<file path="config.mk">
export PLATFORM = sky130hd
export DESIGN_NAME = seq_hit_window
export DESIGN_NICKNAME = d
export VERILOG_FILES = /design/src/rtl/seq_det_pkg.sv /design/src/rtl/seq_rpt_slot.sv /design/src/rtl/seq_hit_window.sv
export SDC_FILE = /design/constraint.sdc
export NUM_CORES = 1
export LEC_CHECK = 0
export CORE_MARGIN = 8
export CORE_UTILIZATION = 50
export DETAILED_ROUTE_END_ITERATION = 16
export PLACE_DENSITY = 0.75
export REMOVE_ABC_BUFFERS = 1
export SLEW_MARGIN = 40
export SYNTH_ARGS = -nofsm -noshare
export SYNTH_HDL_FRONTEND = slang
export SYNTH_SLANG_ARGS = --single-unit
</file>
<file path="constraint.sdc">
create_clock -name clk -period 1.87 [get_ports clk]
set_input_delay 0.374 -clock clk [delete_from_list [all_inputs] [get_ports clk]]
set_output_delay 0.374 -clock clk [all_outputs]
set_load 0.01 [all_outputs]
</file>
<file path="src/rtl/seq_det_pkg.sv">
// Shared types for the sequence-detector hit statistics block.
// Holds the report bundle, slot state enum and position-width helper.
package seq_det_pkg;

  // Report fields are sized for the widest legal configuration;
  // each instance uses only the low CNT_W / $clog2(WIN_LEN) bits.
  localparam int SEQ_CNT_MAX_W = 16;
  localparam int SEQ_POS_MAX_W = 16;

  typedef enum logic {
    SLOT_EMPTY = 1'b0,
    SLOT_FULL  = 1'b1
  } slot_st_e;

  typedef struct packed {
    logic [SEQ_CNT_MAX_W-1:0] count;
    logic [SEQ_POS_MAX_W-1:0] first;
    logic                     lost;
`ifdef SEQ_HIT_SAT_FLAG_EN
    logic                     sat;
`endif
  } seq_rpt_t;

  function automatic int seq_pos_w(input int win_len);
    return (win_len < 2) ? 1 : $clog2(win_len);
  endfunction

endpackage

</file>
<file path="src/rtl/seq_rpt_slot.sv">
// One-entry valid/ready report holding register.
// Ports: clk, rst, load, din, ready -> valid, dout, drop.
module seq_rpt_slot
  import seq_det_pkg::*;
(
  input  logic     clk,
  input  logic     rst,
  input  logic     load,
  input  seq_rpt_t din,
  input  logic     ready,
  output logic     valid,
  output seq_rpt_t dout,
  output logic     drop
);

  slot_st_e state_q;
  slot_st_e state_d;
  logic     upd;
  seq_rpt_t data_q;

  always_ff @(posedge clk) begin
    if (rst) begin
      state_q <= SLOT_EMPTY;
      data_q  <= '0;
    end else begin
      state_q <= state_d;
      if (upd) begin
        data_q <= din;
      end
    end
  end

  always_comb begin
    state_d = state_q;
    upd     = 1'b0;
    drop    = 1'b0;
    unique case (state_q)
      SLOT_EMPTY: begin
        if (load) begin
          state_d = SLOT_FULL;
          upd     = 1'b1;
        end
      end
      SLOT_FULL: begin
        // A load that meets an accept replaces the report in place;
        // without the accept the new report is thrown away.
        if (load) begin
          if (ready) begin
            upd = 1'b1;
          end else begin
            drop = 1'b1;
          end
        end else if (ready) begin
          state_d = SLOT_EMPTY;
        end
      end
      default: state_d = SLOT_EMPTY;
    endcase
  end

  assign valid = (state_q == SLOT_FULL);
  assign dout  = data_q;

endmodule

</file>
<file path="src/rtl/seq_hit_window.sv">
// Windowed hit counter for sequence detectors; one report per window.
// Ports: clk, rst, bit_vld, hit, rpt_ready -> rpt_valid, rpt_count,
// rpt_first, rpt_lost, rpt_sat (only with SEQ_HIT_SAT_FLAG_EN).
module seq_hit_window
  import seq_det_pkg::*;
#(
  parameter int WIN_LEN = 16,
  parameter int CNT_W   = 8
) (
  input  logic                          clk,
  input  logic                          rst,
  input  logic                          bit_vld,
  input  logic                          hit,
  output logic                          rpt_valid,
  input  logic                          rpt_ready,
  output logic [CNT_W-1:0]              rpt_count,
  output logic [seq_pos_w(WIN_LEN)-1:0] rpt_first,
  output logic                          rpt_lost
`ifdef SEQ_HIT_SAT_FLAG_EN
  ,
  output logic                          rpt_sat
`endif
);

  localparam int              PW       = seq_pos_w(WIN_LEN);
  localparam logic [PW-1:0]   POS_LAST = PW'(WIN_LEN - 1);
  localparam logic [CNT_W-1:0] ACC_MAX = '1;

  logic [PW-1:0]    pos;
  logic [CNT_W-1:0] acc;
  logic [PW-1:0]    first;
  logic             seen;
  logic             lost_pend;

  logic             take;
  logic             close;
  logic [CNT_W-1:0] acc_nx;
  logic [PW-1:0]    first_nx;

  seq_rpt_t         rpt_d;
  seq_rpt_t         rpt_q;
  logic             drop;

  assign take  = bit_vld & hit;
  assign close = bit_vld & (pos == POS_LAST);

  // Next-window values include the current bit, so the closing
  // bit's hit lands in the report built from them.
  always_comb begin
    acc_nx = acc;
    if (take && (acc != ACC_MAX)) begin
      acc_nx = acc + CNT_W'(1);
    end
    first_nx = first;
    if (take && !seen) begin
      first_nx = pos;
    end
  end

`ifdef SEQ_HIT_SAT_FLAG_EN
  logic ovf;
  logic ovf_nx;

  assign ovf_nx = ovf | (take & (acc == ACC_MAX));

  always_ff @(posedge clk) begin
    if (rst) begin
      ovf <= 1'b0;
    end else if (bit_vld) begin
      ovf <= close ? 1'b0 : ovf_nx;
    end
  end
`endif

  always_ff @(posedge clk) begin
    if (rst) begin
      pos   <= '0;
      acc   <= '0;
      first <= '0;
      seen  <= 1'b0;
    end else if (bit_vld) begin
      if (close) begin
        pos   <= '0;
        acc   <= '0;
        first <= '0;
        seen  <= 1'b0;
      end else begin
        pos   <= pos + PW'(1);
        acc   <= acc_nx;
        first <= first_nx;
        seen  <= seen | take;
      end
    end
  end

  // Pending-lost rides on the next report that actually enters
  // the slot; a dropped close re-arms it instead.
  always_ff @(posedge clk) begin
    if (rst) begin
      lost_pend <= 1'b0;
    end else if (drop) begin
      lost_pend <= 1'b1;
    end else if (close) begin
      lost_pend <= 1'b0;
    end
  end

  always_comb begin
    rpt_d                  = '0;
    rpt_d.count[CNT_W-1:0] = acc_nx;
    rpt_d.first[PW-1:0]    = first_nx;
    rpt_d.lost             = lost_pend;
`ifdef SEQ_HIT_SAT_FLAG_EN
    rpt_d.sat              = ovf_nx;
`endif
  end

  seq_rpt_slot u_slot (
    .clk   (clk),
    .rst   (rst),
    .load  (close),
    .din   (rpt_d),
    .ready (rpt_ready),
    .valid (rpt_valid),
    .dout  (rpt_q),
    .drop  (drop)
  );

  assign rpt_count = rpt_q.count[CNT_W-1:0];
  assign rpt_first = rpt_q.first[PW-1:0];
  assign rpt_lost  = rpt_q.lost;
`ifdef SEQ_HIT_SAT_FLAG_EN
  assign rpt_sat   = rpt_q.sat;
`endif

  logic unused_rpt;
  assign unused_rpt = ^{rpt_q.count, rpt_q.first};

endmodule

</file>
==> results by group, run 1 <==
Detailed routing
  – Met2 wire length: 1.39 mm
  – Routed met1 length: 1.25 mm
  – DRT Pass-1 Iters: 4
  – Total Routed Length: 2.84 mm
  – DRT iter0 DRCs: 70
  – Via count: 1099
  – Drt drc: 0
  – Routed length per instance: 13.9 um
  – Post-route ant nets: 0
  – Top sig layer: met4
  – Wire length on met3: 141 um
  – Routed vias/inst: 5.39

Cells and area
  – Final non-filler cell total: 204
  – Ant diodes: 0
  – Share of post-route cells with drive strength above 1: 15.5%
  – Post-layout util: 67.2%
  – # nets final: 180
  – Area grow syn2layout: 28.6%

Timing
  – Post-layout min period: 1.79 ns
  – Final hold violations: 0
  – RSZ-0062 raised after global routing: false
  – Clock skew: 0.00205 ns
  – Fin Hold WS: 0.461 ns
  – Fin. max-slew vios: 0
  – Endpoints failing setup: 0
  – F_max: 0.559 GHz
  – Slew @ Worst Pin: 0.446 ns
  – Setup WS post-layout: 0.0816 ns
  – Fin crit share: 95.6%
  – Worst rel slew slack: 70.2%

Placement
  – Placement Setup Slack: -0.229 ns
  – Post-DP HPWL: 2.14 mm
  – Routability-driven placement congestion ratio: 0.925
  – DP Cell Count: 196
  – Buffers on Ports: 18

Floorplan
  – Initial core utilization: 52.2%
  – Top Ports: 19
  – Full die area: 4440 sq um
  – Core ar.: 2450 sq um
  – Row cnt: 18
  – Die height: 66.6 um
  – Die width: 66.6 um

Setup path
  – Setup CP Type: register to register
  – Crit path max fanout: 5
  – Setup crit end kind: register
  – CP arrival: 2.07 ns
  – Crit path launch type: register
  – Worst path required time: 2.15 ns

Power
  – Pwr Density: 776 nW/um^2
  – VDD IR max: 0.732 mV
  – Leakage Power: 0.660 nW
  – Post-layout total power: 1.28 mW

Clock network
  – Root buffer cell: clkbuf_4
  – Clk sink count: 32
  – Cts bufs inserted: 5
  – CTS tree: done
  – Clk slew on worst S/H paths: 0.10 ns
  – Clock Tree Buf Depth: 2
  – Clk_lat worst skew: 0.33 ns
  – H-tree depth: 2
  – Cts hold-fix bufs: 0

Hold path
  – Worst Hold Class: register to register

Synthesis
  – Cells after synthesis: 142
  – YS warnings: 0
  – Seq/Total Area, Yosys: 50.0%
  – Yosys cell types: 35
  – Yosys reg bits: 32
  – Post-Syn Area: 1280 sq um
  – Synthesized area per cell: 9.03 sq um

Run status
  – Status: completed

GRT
  – Vias in the first global route: 1104
  – Largest net degree at the start of global routing: 12
  – Initial antenna violation count: 0
  – First-pass GRT wire length: 4.86 mm
  – Congestion Overflow GR: 0
  – Overall Global Routing Usage: 14.5%

Flow run
  – Max Cap Viol: 0
==> metrics by stage <==
step                TNS (ns)  instance area (sq um)
finish                     0                   1650
global route               0                   1650
CTS                        0                   1650
detailed placement     -1.71                   1570
global placement       -1.35                   1570
floorplan                  0                   1250
==> layer usage <==
metal	vias to the layer above	GRT usage, %
met1	499	15.8
li1	565	-
met3	6	5.20
met2	29	23.1
met5	-	0
met4	0	9.60
==> cells by family (layout without fill, tap and decap cells) <==
logic type      count (synthesis)  after routing  synth area share, %
fa+ha+maj                       2              2                 1.95
xor+xnor                        4              4                 2.73
compound gates                 26             26                 12.0
mux                             8              8                 6.24
buf+inv                         9             41                 2.93
simple gates                   61             61                 24.2
flops                          32             32                 50.0
==> sequential cells by signal, indices dropped and copies added (netlist names) <==
register,cells
u_slot.dout,13
acc,8
first,4
pos,4
lost_pend,1
seen,1
u_slot.valid,1
==> synth_stat cells <==
master | number | share of area, %
nand3_1 | 4 | 1.6
dfxtp_1 | 32 | 50
a211oi_1 | 1 | 0.59
and4_1 | 1 | 0.68
or3_4 | 1 | 0.88
or4_1 | 2 | 1.2
nor2_1 | 19 | 5.6
ha_1 | 2 | 2.0
and3_1 | 1 | 0.49
or2b_1 | 1 | 0.59
o311a_1 | 1 | 0.78
a22o_1 | 1 | 0.68
xor2_1 | 3 | 2.0
and2_1 | 1 | 0.49
mux2i_1 | 8 | 6.2
and4_2 | 1 | 0.78
inv_1 | 1 | 0.29
o31ai_1 | 1 | 0.59
o21ai_0 | 13 | 5.1
nor3_1 | 3 | 1.2
nand4_2 | 1 | 0.98
clkbuf_1 | 7 | 2.0
or3_1 | 1 | 0.49
nand2_1 | 16 | 4.7
a221o_1 | 1 | 0.78
a21oi_1 | 6 | 2.3
or4b_2 | 1 | 0.78
or2_2 | 1 | 0.49
o211ai_1 | 1 | 0.59
nor2b_1 | 1 | 0.49
xnor2_1 | 1 | 0.68
nand2b_1 | 2 | 0.98
buf_4 | 1 | 0.59
o21a_1 | 1 | 0.59
nand4_1 | 4 | 2.0
==> final timing paths <==
kind,start,slack [ns],cells after the start,endpoint
worst max-delay path,pos[0],0.08,5,u_slot.dout[20]
worst min-delay path,u_slot.dout[18],0.46,2,u_slot.dout[18]
worst max register to register,pos[0],0.08,5,u_slot.dout[20]
worst min register to register,u_slot.dout[18],0.46,2,u_slot.dout[18]
==> cell type report <==
class,count,area [sq um]
fillers,213,806
clock inverters,2,35.0
well taps,30,37.5
clock buffers,6,41.3
inverters,1,3.75
repair buffers,32,285
flip-flops and latches,32,642
multi-input cells,101,604
==> critical path, stage by stage (launching register included) <==
cell     delay [ns]
dfxtp_1        0.41
ha_1           0.23
nand4_2        0.12
or3_4          0.38
or4_1          0.51
nand3_1        0.09
==> what timing repair did <==
item,CTS,global route
endpoints found under the hold margin,0,0
gates resized for setup,0,1
setup endpoints to repair,0,2
buffers inserted,0,0
==> layout by cell type (no fill, tap or decap), drive strengths merged <==
cell type      count
nor2              19
a21oi              6
nand2b             2
clkdlybuf4s50     18
dfxtp             32
or4b               1
clkinv             1
and3               1
inv                1
ha                 2
or3                2
a221o              1
o21a               1
o311a              1
nand2             16
o31ai              1
a22o               1
nor3               3
xnor2              1
and4               2
bufinv             1
xor2               3
or2b               1
buf               14
nand4              5
a211oi             1
or2                1
and2               1
nand3              4
o21ai             13
o211ai             1
nor2b              1
clkbuf             6
or4                2
mux2i              8
==> power breakdown <==
group / total, mW / internal, mW / switching [mW]
clock: 0.512 / 0.280 / 0.232
sequential: 0.700 / 0.691 / 0.00900
combinational: 0.0676 / 0.0336 / 0.0340
No activity file was read; power rests on OpenSTA's default activity.
==> run 2: changes to the inputs <==
--- a/config.mk
+++ b/config.mk
@@ -8,9 +8,10 @@
 export CORE_MARGIN = 8
 export CORE_UTILIZATION = 50
 export DETAILED_ROUTE_END_ITERATION = 16
-export PLACE_DENSITY = 0.75
+export PLACE_DENSITY = 0.7
 export REMOVE_ABC_BUFFERS = 1
 export SLEW_MARGIN = 40
 export SYNTH_ARGS = -nofsm -noshare
 export SYNTH_HDL_FRONTEND = slang
+export SYNTH_HIERARCHICAL = 1
 export SYNTH_SLANG_ARGS = --single-unit
==> results by group, run 2 <==
GRT
  – Initial antenna violation count: 0 (unchanged)
  – Overall Global Routing Usage: 12.1% (was 14.5%)
  – Vias in the first global route: 1146 (was 1104)
  – Congestion Overflow GR: 0 (unchanged)
  – Largest net degree at the start of global routing: 26 (was 12)
  – First-pass GRT wire length: 4.96 mm (was 4.86 mm)

Power
  – Flop pwr share: 57.9% (was 54.7%)
  – Switching portion of total power: 23.2% (was 21.5%)
  – Sw power: 0.280 mW (was 0.275 mW)
  – VDD IR max: 0.424 mV (was 0.732 mV)
  – Power share of the clock group: 34.7% (was 40.0%)
  – Pwr Density: 637 nW/um^2 (was 776 nW/um^2)
  – Comb power frac: 7.5% (was 5.3%)
  – Int Pwr: 0.924 mW (was 1.00 mW)
  – Leakage Power: 0.695 nW (was 0.660 nW)

Setup path
  – Slowest stage cell, crit path: dfxtp_1 (was or4_1)
  – Crit path launch type: register (unchanged)
  – CP cell instances: ha_1 -> nand2_1 -> o31ai_2 -> mux2_2 -> nor3b_2 (was ha_1 -> nand4_2 -> or3_4 -> or4_1 -> nand3_1)
  – Worst R2R Start: acc[1] (was pos[0])
  – Reg2Reg Depth: 5 (unchanged)
  – Setup crit end kind: register (unchanged)
  – Crit path launch: acc[1] (was pos[0])
  – Crit-path max cell delay: 0.41 ns (was 0.51 ns)
  – R2r endpoint: acc[1] (was u_slot.dout[20])
  – CP arrival: 2.02 ns (was 2.07 ns)
  – R2R setup slack: 0.08 ns (about the same)
  – Setup CP Type: register to register (unchanged)
  – Worst path required time: 2.10 ns (was 2.15 ns)
  – Crit path max fanout: 6 (was 5)

Synthesis
  – Cells after synthesis: 166 (was 142)
  – Post-Syn Area: 1610 sq um (was 1280 sq um)
  – YS warnings: 6 (was 0)
  – Synthesized area per cell: 9.67 sq um (was 9.03 sq um)

Hold path
  – Worst Hold Class: register to register (unchanged)
  – HP Start: seen (was u_slot.dout[18])
  – Hold Path End: seen (was u_slot.dout[18])
  – WHS Path Cells: 2 (unchanged)

Flow run
  – Max Cap Viol: 0 (unchanged)

Detailed routing
  – DRT Pass-1 Iters: 4 (unchanged)
  – Post-route ant nets: 0 (unchanged)
  – DRT iter0 DRCs: 68 (was 70)
  – Via count: 1195 (was 1099)
  – Routed vias/inst: 5.04 (was 5.39)
  – Routed length per instance: 12.6 um (was 13.9 um)
  – Total Routed Length: 2.98 mm (was 2.84 mm)
  – Drt drc: 0 (unchanged)

Timing
  – Setup TNS: 0 ns (unchanged)
  – Endpoints failing setup: 0 (unchanged)
  – Post-layout min period: 1.79 ns (about the same)
  – RSZ-0062 raised after global routing: false (unchanged)
  – Clock skew: 0.00474 ns (was 0.00205 ns)
  – F_max: 0.558 GHz (was 0.559 GHz)
  – Fin Hold WS: 0.468 ns (was 0.461 ns)
  – Fin crit share: 95.8% (was 95.6%)
  – Fin. max-slew vios: 0 (unchanged)
  – Slew @ Worst Pin: 0.375 ns (was 0.446 ns)
  – Worst rel slew slack: 74.8% (was 70.2%)
  – Final hold violations: 0 (unchanged)
  – Setup WS post-layout: 0.0784 ns (was 0.0816 ns)

Floorplan
  – Initial core utilization: 52.6% (was 52.2%)
  – Die height: 72.7 um (was 66.6 um)
  – Core ar.: 3050 sq um (was 2450 sq um)
  – Full die area: 5280 sq um (was 4440 sq um)
  – Top Ports: 19 (unchanged)
  – Die width: 72.7 um (was 66.6 um)
  – Row cnt: 20 (was 18)

Clock network
  – H-tree depth: 2 (unchanged)
  – Cts bufs inserted: 5 (unchanged)
  – Postcts setup bufs: 0 (unchanged)
  – Clock Tree Buf Depth: 2 (unchanged)
  – Clk_lat worst skew: 0.33 ns (about the same)
  – Root buffer cell: clkbuf_4 (unchanged)
  – Cts hold-fix bufs: 0 (unchanged)
  – Clk sink count: 32 (unchanged)
  – Clk slew on worst S/H paths: 0.10 ns (about the same)
  – CTS tree: done (unchanged)

Cells and area
  – Area grow syn2layout: 17.8% (was 28.6%)
  – # nets final: 199 (was 180)
  – Final instance area: 1890 sq um (was 1650 sq um)
  – Most common cell after layout, fill and taps aside: dfxtp_1 (unchanged)
  – Final non-filler cell total: 237 (was 204)
  – Max FFs per register: 13 (unchanged)
  – Share of post-route cells with drive strength above 1: 18.1% (was 15.5%)
  – Ant diodes: 0 (unchanged)
  – Commonest cells after routing, fill and taps aside: 32 x dfxtp_1, 28 x nand2b_1, 18 x nor2_1, 18 x clkdlybuf4s50_1, 16 x mux2i_1 (was 31 x dfxtp_1, 19 x nor2_1, 18 x clkdlybuf4s50_1)

Placement
  – Buffers on Ports: 18 (unchanged)
  – Routability-driven placement congestion ratio: 0.865 (was 0.925)
  – DP Cell Count: 229 (was 196)
  – Placed Area: 1830 sq um (was 1570 sq um)
  – Placement Setup Slack: -0.230 ns (was -0.229 ns)
  – Post-DP HPWL: 2.21 mm (was 2.14 mm)

Run status
  – Status: completed (unchanged)
## run 2: worst max-delay path, delay by kind of cell, from the launching register on
kind / cells / cell delay [ns]
mux: 1 / 0.38
flops: 1 / 0.41
compound gates: 1 / 0.36
fa+ha+maj: 1 / 0.23
simple gates: 2 / 0.31
## run 2: worst max-delay path by stage
stage,to,cells past startpoint
global placement,u_slot/dout[22],7
CTS,acc[1],5
finish,acc[1],5
floorplan,u_slot/dout[0],5
global route,u_slot/dout[18],6
detailed placement,u_slot/dout[22],7
## run 2: area by class of cell
type / count / area [sq um]
clock buffer: 8 / 58.8
fill: 282 / 1160
inverter: 5 / 18.8
multi-input combinational: 117 / 841
sequential: 32 / 641
tap: 44 / 55.1
timing repair buffer: 31 / 278
## run 2: power by group through the flow
| stage | clock [mW] | sequential [mW] | combinational [mW] |
|---|---|---|---|
| 4_1_cts | 0.436 | 0.697 | 0.0896 |
| 2_1_floorplan | 0 | 0.713 | 0.0435 |
| 5_1_grt | 0.454 | 0.699 | 0.0983 |
| 3_3_place_gp | 0 | 0.713 | 0.0863 |
| 3_5_place_dp | 0 | 0.713 | 0.0893 |
| 6_report | 0.417 | 0.697 | 0.0899 |
## run 2: repair_timing
action | 4_1_cts | 5_1_grt
endpoints found under the setup margin | 0 | 1
resized for setup | 0 | 1
hold endpoints to repair | 0 | 0
## run 2: layer usage
layer | track usage (%) | wire, um | share of wire, %
met5 | 0 | 0 | 0
met4 | 7.11 | 72 | 2.4
met3 | 5.08 | 182 | 6.1
met2 | 19.7 | 1390 | 47
met1 | 12.8 | 1340 | 45
## run 2: metrics by stage
stage | util [%] | power (mW)
6_report | 62.0 | 1.20
3_3_place_gp | 59.9 | 0.799
5_1_grt | 62.0 | 1.25
3_5_place_dp | 59.9 | 0.802
4_1_cts | 61.8 | 1.22
2_1_floorplan | - | 0.756
==> run 3: changes to the inputs <==
--- a/config.mk
+++ b/config.mk
@@ -5,6 +5,8 @@
 export SDC_FILE = /design/constraint.sdc
 export NUM_CORES = 1
 export LEC_CHECK = 0
+export CAP_MARGIN = 0
+export CORE_ASPECT_RATIO = 0.7
 export CORE_MARGIN = 8
 export CORE_UTILIZATION = 50
 export DETAILED_ROUTE_END_ITERATION = 16
==> results by group, run 3 (synthesis gave the netlist of run 2 again) <==
GRT
  – Congestion Overflow GR: 0 (unchanged)
  – Initial antenna violation count: 0 (unchanged)
  – Overall Global Routing Usage: 12.1% (about the same)
  – Vias in the first global route: 1139 (was 1146)
  – Largest net degree at the start of global routing: 22 (was 26)
  – First-pass GRT wire length: 5.24 mm (was 4.96 mm)

Hold path
  – Worst Hold Class: register to register (unchanged)
  – WHS Path Cells: 2 (unchanged)

Timing
  – Fin crit share: 95.7% (was 95.8%)
  – Final hold violations: 0 (unchanged)
  – Slew @ Worst Pin: 0.319 ns (was 0.375 ns)
  – RSZ-0062 raised after global routing: false (unchanged)
  – F_max: 0.559 GHz (was 0.558 GHz)
  – Fin Hold WS: 0.469 ns (was 0.468 ns)
  – Worst rel slew slack: 78.6% (was 74.8%)
  – Post-layout min period: 1.79 ns (about the same)
  – Fin. max-slew vios: 0 (unchanged)
  – Endpoints failing setup: 0 (unchanged)
  – Clock skew: 0.00804 ns (was 0.00474 ns)

Power
  – VDD IR max: 0.421 mV (was 0.424 mV)
  – Post-layout total power: 1.33 mW (was 1.20 mW)
  – Pwr Density: 700 nW/um^2 (was 637 nW/um^2)
  – Leakage Power: 0.705 nW (was 0.695 nW)

Cells and area
  – Area grow syn2layout: 18.2% (was 17.8%)
  – Commonest cells after routing, fill and taps aside: 32 x dfxtp_1, 28 x nand2b_1, 18 x nor2_1 (was 32 x dfxtp_1, 28 x nand2b_1, 18 x nor2_1, 18 x clkdlybuf4s50_1, 16 x mux2i_1)
  – Share of post-route cells with drive strength above 1: 16.8% (was 18.1%)
  – Most common cell after layout, fill and taps aside: dfxtp_1 (unchanged)
  – # nets final: 197 (was 199)
  – Max FFs per register: 13 (unchanged)
  – Multi-input gate area: 836 sq um (was 841 sq um)
  – # fillers: 275 (was 282)
  – Ant diodes: 0 (unchanged)
  – Register area: 641 sq um (unchanged)
  – Post-layout util: 61.1% (was 62.0%)
  – Final instance area: 1900 sq um (was 1890 sq um)

Floorplan
  – Core ar.: 3110 sq um (was 3050 sq um)
  – Top Ports: 19 (unchanged)
  – Row cnt: 17 (was 20)
  – Die height: 63.4 um (was 72.7 um)
  – Initial core utilization: 51.7% (was 52.6%)
  – Die width: 83.7 um (was 72.7 um)
  – Full die area: 5310 sq um (was 5280 sq um)

Setup path
  – CP arrival: 1.97 ns (was 2.02 ns)
  – Worst path required time: 2.05 ns (was 2.10 ns)
  – Crit path launch type: register (unchanged)
  – Setup CP Type: register to register (unchanged)
  – Reg2Reg Depth: 5 (unchanged)
  – Setup crit end kind: register (unchanged)
  – Crit path max fanout: 6 (unchanged)

Detailed routing
  – DRT iter0 DRCs: 50 (was 68)
  – Post-route ant nets: 0 (unchanged)
  – DRT Pass-1 Iters: 4 (unchanged)
  – Routed vias/inst: 4.99 (was 5.04)
  – Drt drc: 0 (unchanged)
  – Routed length per instance: 13.3 um (was 12.6 um)
  – Total Routed Length: 3.05 mm (was 2.98 mm)
  – Via count: 1142 (was 1195)

Placement
  – Buffers on Ports: 18 (unchanged)
  – Placed Area: 1810 sq um (was 1830 sq um)
  – Post-DP HPWL: 2.21 mm (about the same)
  – Routability-driven placement congestion ratio: 0.883 (was 0.865)

Clock network
  – CTS tree: done (unchanged)
  – Postcts setup bufs: 0 (unchanged)
  – Clk slew on worst S/H paths: 0.07 ns (was 0.10 ns)
  – Clock Tree Buf Depth: 2 (unchanged)
  – Clk sink count: 32 (unchanged)
  – Cts bufs inserted: 5 (unchanged)
  – Root buffer cell: clkbuf_8 (was clkbuf_4)
  – H-tree depth: 2 (unchanged)
  – Cts hold-fix bufs: 0 (unchanged)
  – Clk_lat worst skew: 0.29 ns (was 0.33 ns)

Flow run
  – Max Cap Viol: 0 (unchanged)

Run status
  – Status: completed (unchanged)
## run 3: per-stage QoR
stage	instances	worst slack (ns)	setup TNS (ns)
CTS	229	0.0765	0
finish	229	0.0809	0
detailed placement	221	-0.194	-2.30
global route	229	0.0168	0
floorplan	154	0.0523	0
global placement	221	-0.169	-1.69
## run 3: area by class of cell
class                   instances  area share (%)
multi-input cells             117            44.0
repair buffers                 29            14.0
flip-flops and latches         32            33.8
well taps                      38            2.50
inverters                       5           0.989
clock buffers                   8            4.75
## run 3: final timing paths
kind                              from      to  slack [ns]
worst max-delay path            acc[1]  acc[1]        0.08
worst min-delay path              seen    seen        0.47
worst max register to register  acc[1]  acc[1]        0.08
worst min register to register    seen    seen        0.47
## run 3: routing by layer
metal | vias to the layer above | share of wire, % | GRT usage, %
met4 | 0 | 2.2 | 7.73
met3 | 7 | 4.9 | 4.88
met5 | - | 0 | 0
li1 | 603 | - | -
met2 | 18 | 41 | 16.7
met1 | 514 | 52 | 15.2
## run 3: where the power goes
| group | total [mW] | switching [mW] | internal (mW) |
|---|---|---|---|
| Clock | 0.544 | 0.245 | 0.300 |
| Sequential | 0.698 | 0.00692 | 0.691 |
| Combinational | 0.0859 | 0.0402 | 0.0457 |
## run 3: timing repair
action,4_1_cts,5_1_grt
resized for setup,0,1
setup endpoints to repair,0,3
endpoints found under the hold margin,0,0
## run 3: critical path: stages, from the launching register on
cell	delay, ns
dfxtp_1	0.41
ha_1	0.23
nand2_1	0.17
o31ai_2	0.34
mux2_2	0.39
nor3b_2	0.15
